$ cat src/rtl/duty_setpoint_ctrl.sv
// Multi-channel PWM duty setpoint bank: saturating inc/dec steps from button levels,
// press-and-hold auto-repeat, direct clamped load, and status flags for the selected channel.
//
// state  | meaning
// IDLE   | waiting for a fresh press on inc_in or dec_in
// HOLD   | button held after the first step; counting to the first auto-repeat
// REPEAT | auto-repeating every REPEAT_CYCLES while the button stays held
module duty_setpoint_ctrl #(
    parameter int NUM_CH        = 2,
    parameter int WIDTH         = 17,
    parameter int PERIOD        = 100000,
    parameter int STEP          = 2000,
    parameter int HOLD_CYCLES   = 50000000,
    parameter int REPEAT_CYCLES = 10000000,
    parameter int RESET_VAL     = 0,
    localparam int CHW          = (NUM_CH > 1) ? $clog2(NUM_CH) : 1
) (
    input  logic                    clk,
    input  logic                    reset_n,
    input  logic                    inc_in,
    input  logic                    dec_in,
    input  logic [CHW-1:0]          ch_sel,
    input  logic                    load_en,
    input  logic [WIDTH-1:0]        load_val,
    output logic [NUM_CH*WIDTH-1:0] duty_flat,
    output logic [WIDTH-1:0]        sel_duty,
    output logic                    at_max,
    output logic                    at_min,
    output logic                    step_pulse
);

    localparam logic [1:0] IDLE   = 2'd0;
    localparam logic [1:0] HOLD   = 2'd1;
    localparam logic [1:0] REPEAT = 2'd2;

    localparam int TMAX = (HOLD_CYCLES > REPEAT_CYCLES) ? HOLD_CYCLES : REPEAT_CYCLES;
    localparam int TW   = $clog2(TMAX + 1);

    localparam logic [WIDTH-1:0] PER_W   = WIDTH'(PERIOD);
    localparam logic [WIDTH-1:0] STEP_W  = WIDTH'(STEP);
    localparam logic [WIDTH-1:0] LIM_W   = WIDTH'(PERIOD - STEP);
    localparam logic [TW-1:0]    HOLD_T  = TW'(HOLD_CYCLES);
    localparam logic [TW-1:0]    REP_T   = TW'(REPEAT_CYCLES);

    logic [WIDTH-1:0] duty [NUM_CH];
    logic [1:0]       state, state_nx;
    logic [TW-1:0]    timer, timer_nx;
    logic             inc_q, dec_q;
    logic             dir_inc, dir_nx;
    logic [CHW-1:0]   ch_q;

    logic [WIDTH-1:0] cur, inc_val, dec_val, load_clamped, step_val, wr_val;
    logic             inc_press, dec_press, active_lvl, other_lvl, abort, wr_en;

    genvar g;
    generate
        for (g = 0; g < NUM_CH; g++) begin : g_flat
            assign duty_flat[g*WIDTH +: WIDTH] = duty[g];
        end
    endgenerate

    assign cur          = duty[ch_sel];
    assign sel_duty     = cur;
    assign at_max       = (cur == PER_W);
    assign at_min       = (cur == '0);

    assign inc_val      = (cur > LIM_W) ? PER_W : cur + STEP_W;
    assign dec_val      = (cur < STEP_W) ? '0 : cur - STEP_W;
    assign step_val     = dir_inc ? inc_val : dec_val;
    assign load_clamped = (load_val > PER_W) ? PER_W : load_val;

    assign inc_press    = inc_in & ~inc_q & ~dec_in;
    assign dec_press    = dec_in & ~dec_q & ~inc_in;
    assign active_lvl   = dir_inc ? inc_in : dec_in;
    assign other_lvl    = dir_inc ? dec_in : inc_in;
    // Entering HOLD requires the other button low, so "other high" means it rose.
    assign abort        = ~active_lvl | other_lvl | (ch_sel != ch_q);

    always_comb begin
        state_nx = state;
        timer_nx = timer;
        dir_nx   = dir_inc;
        wr_en    = 1'b0;
        wr_val   = cur;
        if (load_en) begin
            wr_en    = 1'b1;
            wr_val   = load_clamped;
            state_nx = IDLE;
            timer_nx = '0;
        end else begin
            case (state)
                IDLE: begin
                    if (inc_press) begin
                        wr_en    = 1'b1;
                        wr_val   = inc_val;
                        dir_nx   = 1'b1;
                        state_nx = HOLD;
                        timer_nx = TW'(1);
                    end else if (dec_press) begin
                        wr_en    = 1'b1;
                        wr_val   = dec_val;
                        dir_nx   = 1'b0;
                        state_nx = HOLD;
                        timer_nx = TW'(1);
                    end
                end
                HOLD, REPEAT: begin
                    if (abort) begin
                        state_nx = IDLE;
                        timer_nx = '0;
                    end else if (timer == ((state == HOLD) ? HOLD_T : REP_T)) begin
                        wr_en    = 1'b1;
                        wr_val   = step_val;
                        state_nx = REPEAT;
                        timer_nx = TW'(1);
                    end else begin
                        timer_nx = timer + TW'(1);
                    end
                end
                default: begin
                    state_nx = IDLE;
                    timer_nx = '0;
                end
            endcase
        end
    end

    always_ff @(posedge clk or negedge reset_n) begin
        if (!reset_n) begin
            for (int i = 0; i < NUM_CH; i++) duty[i] <= WIDTH'(RESET_VAL);
            state      <= IDLE;
            timer      <= '0;
            inc_q      <= 1'b1;
            dec_q      <= 1'b1;
            dir_inc    <= 1'b1;
            ch_q       <= '0;
            step_pulse <= 1'b0;
        end else begin
            state      <= state_nx;
            timer      <= timer_nx;
            inc_q      <= inc_in;
            dec_q      <= dec_in;
            dir_inc    <= dir_nx;
            ch_q       <= ch_sel;
            step_pulse <= wr_en && (wr_val != cur);
            if (wr_en) duty[ch_sel] <= wr_val;
        end
    end

endmodule

$ cat config.mk
export PLATFORM = sky130hd
export DESIGN_NAME = duty_setpoint_ctrl
export DESIGN_NICKNAME = d
export VERILOG_FILES = /design/src/rtl/duty_setpoint_ctrl.sv
export SDC_FILE = /design/constraint.sdc
export NUM_CORES = 1
export LEC_CHECK = 0
export ABC_AREA = 1
export ABC_CLOCK_PERIOD_IN_PS = 3400
export BUFFER_PORTS_ARGS = -buffer_cell sky130_fd_sc_hd__buf_2
export CAP_MARGIN = 20
export CORE_MARGIN = 2
export CORE_UTILIZATION = 50
export DETAILED_ROUTE_END_ITERATION = 6
export HOLD_SLACK_MARGIN = 0.03
export PLACE_DENSITY = 0.71
export SLEW_MARGIN = 15
export SYNTH_ARGS = -nofsm -noshare
export SYNTH_HDL_FRONTEND = slang
export SYNTH_SLANG_ARGS = --single-unit
$ cat constraint.sdc
create_clock -name clk -period 3.4 [get_ports clk]
set_input_delay 0.34 -clock clk [delete_from_list [all_inputs] [get_ports clk]]
set_output_delay 0.34 -clock clk [all_outputs]
set_load 0.02 [all_outputs]
After elaboration in Yosys (flattened, before gate mapping)
Cells that the tools add are included.
{"block": "op_classes", "n_addsub": 3, "mul": 0, "div": 0, "n_lt_le_gt_ge": 5, "eq_ne": 8, "shifts": 0, "mux": 39, "bitwise": 13, "reduce_logical": 8}
{"op": "$mux W17", "n": 13}
{"op": "$mux W26", "n": 6}
{"op": "$pmux W26 S2", "n": 1}
{"op": "$bwmux W34", "n": 1}
{"op": "$gt A17 B17 Y1 const B", "n": 2}
{"op": "$pmux W17 S2", "n": 1}
{"op": "$add A26 B1 Y26 const B", "n": 1}
{"op": "$eq A26 B26 Y1", "n": 1}
{"op": "$add A17 B11 Y17 const B", "n": 1}
{"op": "$demux W17 S1", "n": 1}
{"op": "$eq A17 B17 Y1 const B", "n": 1}
{"op": "$logic_not A17 Y1", "n": 1}
{"op": "$lt A17 B11 Y1 const B", "n": 1}
{"op": "$ne A17 B17 Y1", "n": 1}
{"op": "$sub A17 B11 Y17 const B", "n": 1}
{"op": "$mux W2", "n": 5}
{"op": "$mux W1", "n": 9}
{"op": "$ne A4 B4 Y1 const B", "n": 2}
{"op": "$not A1 Y1", "n": 6}
{"op": "$and A1 B1 Y1", "n": 4}
{"op": "$pmux W2 S2", "n": 1}
{"op": "$reduce_and A3 Y1", "n": 1}
{"op": "$eq A2 B1 Y1 const B", "n": 1}
{"op": "$eq A2 B2 Y1 const B", "n": 1}
{"op": "11 further kinds", "n": 13}
{"block": "word_totals", "ff_bits": 67, "latchBits": 0, "ram_bits": 0, "rom_bits": 0, "in_bits": 23, "output_inout_bits": 54, "mem_count": 0}

Logic depth before layout (Yosys ltp)
Gate-level depths: netlist of the first run.
{"block": "depth", "word_depth": 13, "depth_mapped": 27}

Worst setup path after synthesis of the first run
OpenSTA, ideal clock, no wires.
{"block": "synth_timing", "kind": "input -> register", "from": "input ch_sel", "to": "register step_pulse", "setup_time_ps": 126, "arrival_time_ps": 2650, "t_required_ps": 3274, "slack_ps": 624, "stages": 25, "path_buffers": 2, "path_cell_list": "buf_6 inv_4 buf_6 nand2_1 nand2_2 inv_1 ha_1 inv_1 nand3_1 nor2_1 nand3_1 nand2_1 nand2_1 a21oi_1 nand2_1 nand2_1 nand2_1 nand3_1 nand2_1 nor2_1 nand2_1 nor2_1 nand3_1 nor2_1 nor2_1"}
{"block": "synth_via", "elab_chain_cells": 13, "elab_cells_between_ends": 24, "classes_between": "2 x add/sub; 2 x order compare; 2 x eq/ne; 15 x mux; 2 x bitwise; 1 x reduce/logical"}
{"element": "start: declaration", "line_no": "22", "source": "input logic [CHW-1:0] ch_sel,"}
{"element": "$not A1 Y2 (implied by the code) (*)", "line_no": "62", "source": "assign cur = duty[ch_sel];"}
{"element": "$mux W17 (implied by the code) (*) (3 in a row)", "line_no": "62"}
{"element": "net sel_duty[5]", "line_no": "26", "source": "output logic [WIDTH-1:0] sel_duty,"}
{"element": "$sub A17 B11 Y17, or another cell as far along", "line_no": "68", "source": "assign dec_val = (cur < STEP_W) ? '0 : cur - STEP_W;"}
{"element": "$mux W17, on equally long branches", "line_no": "68, 67"}
{"element": "$mux W17", "line_no": "69", "source": "assign step_val = dir_inc ? inc_val : dec_val;"}
{"element": "$mux W17", "line_no": "111", "source": "end else if (timer == ((state == HOLD) ? HOLD_T : REP_T)) begin"}
{"element": "$mux W17", "line_no": "108", "source": "if (abort) begin"}
{"element": "$pmux W17 S2", "line_no": "91", "source": "case (state)"}
{"element": "$mux W17", "line_no": "85", "source": "if (load_en) begin"}
{"element": "$ne A17 B17 Y1 (*)", "line_no": "145", "source": "step_pulse <= wr_en && (wr_val != cur);"}
{"element": "$logic_and A1 B1 Y1 (*)", "line_no": "145"}
{"element": "end signal: assignment", "line_no": "145"}
{"element": "end: declaration", "line_no": "29", "source": "output logic step_pulse"}
The timed path passes the listed nets; every way through them passes the cells marked *. The select of a mux whose other input is x is not followed.
A chain may end at the register's enable or synchronous reset.

Worst setup path in the final report of the first run
{"block": "layout_timing", "from": "register state[1]", "to": "register step_pulse"}
{"block": "layout_via", "elab_chain_cells": 9, "elab_cells_between_ends": 16, "classes_between": "4 x eq/ne; 9 x mux; 3 x reduce/logical"}
{"element": "start: declaration", "line_no": "46", "source": "logic [1:0] state, state_nx;"}
{"element": "start signal: assignment", "line_no": "139", "source": "state <= state_nx;"}
{"element": "$eq A2 B1 Y1", "line_no": "91, 111"}
{"element": "$mux W26", "line_no": "111"}
{"element": "$eq A26 B26 Y1", "line_no": "111"}
{"element": "$mux W17", "line_no": "111"}
{"element": "$mux W17", "line_no": "108"}
{"element": "$pmux W17 S2", "line_no": "91"}
{"element": "$mux W17", "line_no": "85"}
{"element": "$ne A17 B17 Y1", "line_no": "145"}
{"element": "$logic_and A1 B1 Y1 (*)", "line_no": "145"}
Mark *: on every way between the ends. The rest lies on a longest branch, timed or not.

==> results.tsv, run 1 <==
metric	value	unit
Post-synth top flop	dfrtp_1	
Yosys top cell area share	29.6	%
sequential power share	27.6	%
post-DR wirelength/cell	15.3	um
most used cell along the critical path	nand2_1	
Slew @ Worst Pin	0.855	ns
Via Count	5969	
CP Max Fanout	5	
number of vias per cell	5.41	
total CTS buffers	9	
die area	0.0117	sq mm
Logic pwr share	57.6	%
Hold Slack	0.128	ns
Final Util	57.2	%
top cells by area, synth	dfrtp_1 (30%), nand2_1 (21%), nor2_1 (7.6%)	
diode count	0	
# DRC	0	
PwrDens	665	mW/mm^2
cts hold-fix bufs	0	
Layout Nets	994	
syn_area_per_cell	6.16	sq um
core area	0.0107	sq mm
CP Cell Sequence	inv_1 -> ha_1 -> nand2_1 -> nor2_1 -> nand3_1 -> nand2_1 -> nand3_1 -> inv_1 -> nand2_1 -> nand2_1 -> nand2_1 -> o21ai_1 -> nand2_1 -> nand2_1 -> nand2_1 -> nand2_1 -> nand2_1 -> nor2_1 -> nand3_1 -> nor2_1 -> nor2_1	
launching element type of the critical path	register	
final instance area	0.00612	sq mm
global-route wire length before repair	27.3	mm
number of global-route vias before repair	5182	
Clk network pwr share	14.8	%
DIE WIDTH	108	um
leakage	3.13	nW
Mapped Area	0.00542	sq mm
TritonRoute pass-1 iters	5	
RSZ-0062 raised after global routing	no	
Final setup viols	0	
Max Clock Skew	0.0137	ns
cell-internal power	1.96	mW
Clock Tree Root	clkbuf_8	
PortBufs	76	
hpwl dp	13.0	mm
Die Ht	108	um
Routed Antenna Nets	0	
Std-Cell Rows	38	
clock tree from TritonCTS	yes	
Initial Util	50.6	%
Worst path max stage delay	0.40	ns
Max Buffers Root-to-Sink	2	
Arr. time, crit path	3.20	ns
kind of end point of the critical path	register	
initial antenna violation count	0	
Tcrit/Tclk final	87.7	%
Hold Crit Class	in -> reg	
Power, Total	4.07	mW
sw frac	51.9	%
largest net degree at the start of global routing	68	
IO Pins	77	
synth unique cells	45	
final wirelength	16.9	mm
clock latency on the worst-skew pair	0.35	ns
Psw	2.11	mW
RePlAce Congestion	0.984	
clock-pin slew on the worst setup and hold paths	0.08	ns
flops & latches, synth	67	
crit path time final	2.98	ns
status	complete, no violations	
synthesized instance count	879	
CP max-delay cell	dfrtp_1	
area post-placement	0.00595	sq mm
Starting DRT DRC Count	567	
warning count from the yosys run	0	
Max Transition Viols Final	0	
fmax	0.335	GHz
fraction of layout cells with a size suffix above 1	15.7	%
Tot GR Track Use	30.1	%
CTS sink cnt	67	
# resized after CTS	0	
Congestion Overflow GR	0	
H-tree Lvls	3	
fraction of registers with async set/reset	100	%
number of flops mapped to enable cells by yosys	0	
Seq/Total Area, Yosys	31.0	%
worst relative slew slack	43.0	%
worst vdd ir	443	uV
Synthesized Nets	913	
final hold vios	0	
critical path class	reg -> reg	
cell taking the most area after synthesis	dfrtp_1	
setup TNS	0	ns
Critical Path RT	3.62	ns
post-CTS setup buffer count	0	
Max-Cap Viols	0	
area delta synth->final	13.1	%
-- state kept, by name (all words and copies together) (netlist names) --
| name | cells |
|---|---|
| ch_q | 1 |
| dec_q | 1 |
| dir_inc | 1 |
| duty_flat | 34 |
| inc_q | 1 |
| state | 2 |
| step_pulse | 1 |
| timer | 26 |
-- cell usage after synthesis (2+ instances only) --
| cell type | number |
|---|---|
| nand2_1 | 304 |
| nor2_1 | 109 |
| inv_1 | 96 |
| nand3_1 | 66 |
| dfrtp_1 | 64 |
| o21ai_0 | 46 |
| a21oi_1 | 33 |
| nand2_2 | 18 |
| nor3_1 | 14 |
| a31oi_1 | 12 |
| clkbuf_1 | 12 |
| nand4_1 | 12 |
| ha_1 | 11 |
| o21ai_1 | 11 |
| buf_6 | 6 |
| nor4_1 | 6 |
| xor2_1 | 6 |
| inv_2 | 5 |
| or2_2 | 5 |
| nor2_2 | 4 |
| a211oi_1 | 3 |
| a22oi_1 | 3 |
| dfstp_2 | 3 |
| nand3_2 | 3 |
| nand3b_1 | 3 |
| a2bb2oi_1 | 2 |
| buf_2 | 2 |
| nand2_4 | 2 |
| o21a_1 | 2 |
-- cell families (layout without fill, tap and decap cells) --
logic type	Yosys count	after routing	share of synthesized area (%)
xor gates and xnor gates	7	7	1.13
DFF	67	67	31.0
AOI/OAI and AO/OA	121	121	12.6
buffers and inverters	124	209	9.59
and+or+nand+nor	549	549	43.1
adders and majority gates	11	11	2.54
-- power by group through the flow --
stage | Sequential, mW | Clock, mW | Combinational, mW
after floorplan | 1.28 | 0 | 1.42
after global placement | 1.14 | 0 | 2.29
after detailed placement | 1.13 | 0 | 2.29
after CTS | 1.12 | 0.616 | 2.30
after global routing | 1.15 | 0.644 | 2.60
final | 1.12 | 0.602 | 2.34
-- layout make-up --
class / instances / area, sq um
Clock buffer: 11 / 141
Fill cell: 1135 / 4570
Sequential cell: 67 / 1680
Inverter: 103 / 389
Multi-Input combinational cell: 688 / 3220
Timing Repair Buffer: 91 / 493
Tap cell: 140 / 175
Clock inverter: 4 / 27.5
-- placed cells by master (no fill, tap or decap), types with 3 or more instances in the layout --
cell	count
nand2_1	304
nor2_1	109
inv_1	96
buf_2	76
nand3_1	66
dfrtp_1	64
o21ai_0	46
a21oi_1	33
nand2_2	18
buf_4	15
nor3_1	14
nand4_1	12
a31oi_1	12
o21ai_1	11
ha_1	11
clkbuf_8	10
nor4_1	6
xor2_1	6
inv_2	5
or2_2	5
nor2_2	4
nand3_2	3
a22oi_1	3
nand3b_1	3
a211oi_1	3
dfstp_2	3
-- routing by layer --
metal | part of all wire [%] | global-route usage [%]
met5 | 0 | 2.23
met4 | 1.9 | 9.89
met3 | 9.2 | 4.34
met2 | 40 | 40.7
met1 | 49 | 48.2
-- final timing paths --
path,from,end,slack (ns),cells past startpoint
min in group asynchronous,reset_n,timer[2],0.19,2
max reg2reg,state[1],step_pulse,0.42,21
min reg2reg,duty_flat[25],duty_flat[25],0.52,2
max in group asynchronous,reset_n,duty_flat[2],2.66,2
min,dec_in,dec_q,0.13,1
max,state[1],step_pulse,0.42,21
-- critical path, delay by kind of cell, from the launching register on --
| kind | cells | cell delay (ns) |
|---|---|---|
| and+or+nand+nor | 17 | 1.81 |
| DFF | 1 | 0.40 |
| adders and majority gates | 1 | 0.28 |
| buffers and inverters | 2 | 0.21 |
| AOI/OAI and AO/OA | 1 | 0.16 |
-- stage by stage --
stage | worst slack [ns] | instances
3_3_place_gp | 0.336 | 1089
5_1_grt | 0.153 | 1104
4_1_cts | 0.497 | 1104
6_report | 0.418 | 1104
3_5_place_dp | 0.348 | 1089
2_1_floorplan | 0.624 | 879
No activity file was read; power rests on OpenSTA's default activity.
==> inputs of run 2 (changes only) <==
--- a/config.mk
+++ b/config.mk
@@ -5,7 +5,6 @@
 export SDC_FILE = /design/constraint.sdc
 export NUM_CORES = 1
 export LEC_CHECK = 0
-export ABC_AREA = 1
 export ABC_CLOCK_PERIOD_IN_PS = 3400
 export BUFFER_PORTS_ARGS = -buffer_cell sky130_fd_sc_hd__buf_2
 export CAP_MARGIN = 20
@@ -14,6 +13,7 @@
 export DETAILED_ROUTE_END_ITERATION = 6
 export HOLD_SLACK_MARGIN = 0.03
 export PLACE_DENSITY = 0.71
+export REMOVE_ABC_BUFFERS = 1
 export SLEW_MARGIN = 15
 export SYNTH_ARGS = -nofsm -noshare
 export SYNTH_HDL_FRONTEND = slang
==> results.tsv, run 2 <==
metric	value	unit	change
Clock Tree Root	clkbuf_8		
final hold vios	0		unchanged
final wirelength	19.0	mm	+12%
fmax	0.302	GHz	-10%
Multi-input gate area	0.00344	sq mm	+7.1%
Slew @ Worst Pin	0.775	ns	-0.0800 ns
Layout Nets	831		-16%
Power, Total	3.51	mW	-14%
# DRC	0		unchanged
number of global-route vias before repair	5678		+9.6%
worst r2r src	state[1]		
core area	0.0103	sq mm	-3.9%
FF-to-FF setup slack	0.09	ns	-0.33 ns
setup TNS	0	ns	unchanged
Final setup viols	0		unchanged
CP Max Fanout	9		+4
Hold Slack	0.0293	ns	-0.0984 ns
PwrDens	525	mW/mm^2	-21%
CP max-delay cell	or4_4		
cell taking the most area after synthesis	dfrtp_1		
Worst path max stage delay	0.56	ns	+0.16 ns
fraction of layout cells with a size suffix above 1	26.8	%	+11 points
top cells by area, synth	dfrtp_1 (30%), o21ai_0 (7.1%), nand2_1 (5.0%)		
Critical path origin	state[1]		
number of flops mapped to enable cells by yosys	0		unchanged
warning count from the yosys run	0		unchanged
cts hold-fix bufs	0		unchanged
synth unique cells	80		+78%
Congestion Overflow GR	0		unchanged
Hold Crit Class	in -> async		
Mapped Area	0.00529	sq mm	-2.4%
Routed Antenna Nets	0		unchanged
worst relative slew slack	48.3	%	+5.3 points
Max Clock Skew	0.0174	ns	+0.00364 ns
top cells by count, synth	o21ai_0 (75), nand2_1 (70), nor2_1 (66)		
global-route wire length before repair	29.9	mm	+9.5%
most frequent cells in the layout	buf_4 (81), buf_2 (76), o21ai_0 (74)		
number of vias per cell	6.22		+15%
RePlAce Congestion	1.04		+5.8%
Tot GR Track Use	34.1	%	+4.0 points
PortBufs	76		unchanged
clock latency on the worst-skew pair	0.39	ns	+0.04 ns
fraction of registers with async set/reset	100	%	unchanged
clock-pin slew on the worst setup and hold paths	0.09	ns	about the same
most frequent cell after synthesis	o21ai_0		
area delta synth->final	26.4	%	
Std-Cell Rows	37		-2.6%
Max Transition Viols Final	0		unchanged
H-tree Lvls	3		unchanged
FF-to-FF path depth	11		-48%
status	complete, no violations		
synthesized instance count	658		-25%
Initial Util	51.5	%	+0.83 points
post-DR wirelength/cell	20.2	um	+32%
Post-synth top flop	dfrtp_1		
total CTS buffers	9		unchanged
Die Ht	107	um	-1.1%
most used cell along the critical path	or4_4		
max reg flops	34		unchanged
TritonRoute pass-1 iters	5		unchanged
initial antenna violation count	0		unchanged
Tcrit/Tclk final	97.5	%	+9.8 points
leakage	2.98	nW	-5.0%
Starting DRT DRC Count	528		-6.9%
launching element type of the critical path	register		
Via Count	5837		-2.2%
diode count	0		unchanged
critical path class	reg -> reg		
worst vdd ir	385	uV	-13%
IO Pins	77		unchanged
filler instances	884		-22%
CTS sink cnt	67		unchanged
Seq/Total Area, Yosys	31.8	%	+0.75 points
hpwl dp	14.4	mm	+11%
die area	0.0114	sq mm	-2.3%
syn_area_per_cell	8.04	sq um	+30%
flops & latches, synth	67		unchanged
Sequential Area	0.00168	sq mm	unchanged
clock tree from TritonCTS	yes		
CP Cell Sequence	inv_1 -> ha_1 -> nand3b_1 -> or4_4 -> a211oi_4 -> a41o_4 -> a32o_2 -> nor4_1 -> or4_4 -> nor4_4 -> a41oi_2		
Arr. time, crit path	3.57	ns	+0.37 ns
largest net degree at the start of global routing	37		-46%
crit path time final	3.31	ns	+0.332 ns
Critical Path RT	3.66	ns	+0.04 ns
Max Buffers Root-to-Sink	2		unchanged
Yosys top cell area share	30.3	%	+0.71 points
Max-Cap Viols	0		unchanged
most common cell after layout, fill and taps aside	buf_4		
DIE WIDTH	107	um	-1.1%
kind of end point of the critical path	register		
==> run 2: what timing repair did <==
item / 4_1_cts / 5_1_grt
setup buffers: 0 / 3
resized for setup: 3 / 14
setup endpoints to repair: 1 / 5
endpoints found under the hold margin: 0 / 0
pin swaps: 0 / 4
==> run 2: cell families after synthesis <==
family | share of synthesized area (%)
mux | 4.68
buf+inv | 4.80
fa+ha+maj | 2.60
simple gates | 23.7
flops | 31.8
compound gates | 27.0
xor+xnor | 5.46
==> run 2: report_power, final <==
part / leakage [nW] / switching [mW] / total, mW / internal [mW]
Sequential: 0.873 / 0.131 / 1.03 / 0.902
Combinational: 1.99 / 1.05 / 1.71 / 0.659
Clock: 0.111 / 0.350 / 0.764 / 0.414
==> run 2: metrics by stage <==
step | setup slack [ns] | cells | area, sq um | util, %
after floorplan | -0.422 | 625 | 5150 | -
after global placement | 0.00340 | 919 | 6350 | 61.8
after detailed placement | -0.0784 | 919 | 6350 | 61.8
after CTS | 0.0277 | 935 | 6580 | 64.1
after global routing | -0.0401 | 938 | 6680 | 65.0
final | 0.0862 | 938 | 6680 | 65.0
==> run 2: layer usage <==
layer	vias up	track usage, %	share of wire (%)
met5	-	0	0
met4	0	19.4	6.1
met3	80	8.63	6.6
met2	273	56.0	47
met1	2770	40.5	40
li1	2714	-	-
==> run 2: cell type report <==
type | count | share of cell area [%]
flip-flops and latches | 67 | 25.1
clock buffers | 10 | 1.91
clock inverters | 6 | 1.31
repair buffers | 161 | 15.9
inverters | 30 | 1.69
multi-input cells | 528 | 51.5
well taps | 136 | 2.55
==> run 2: path summary, 6_finish.rpt <==
| kind | to |
|---|---|
| worst max-delay path | step_pulse |
| worst min-delay path | timer[14] |
| worst max register to register | step_pulse |
| worst min register to register | duty_flat[16] |
| max in group asynchronous | inc_q |
| min in group clk | dec_q |
==> run 2: worst max-delay path, delay by kind of cell (launching register included) <==
kind	cells	cell delay, ns
adders and majority gates	1	0.21
buffers and inverters	1	0.09
and+or+nand+nor	5	1.50
AOI/OAI and AO/OA	4	1.00
DFF	1	0.39
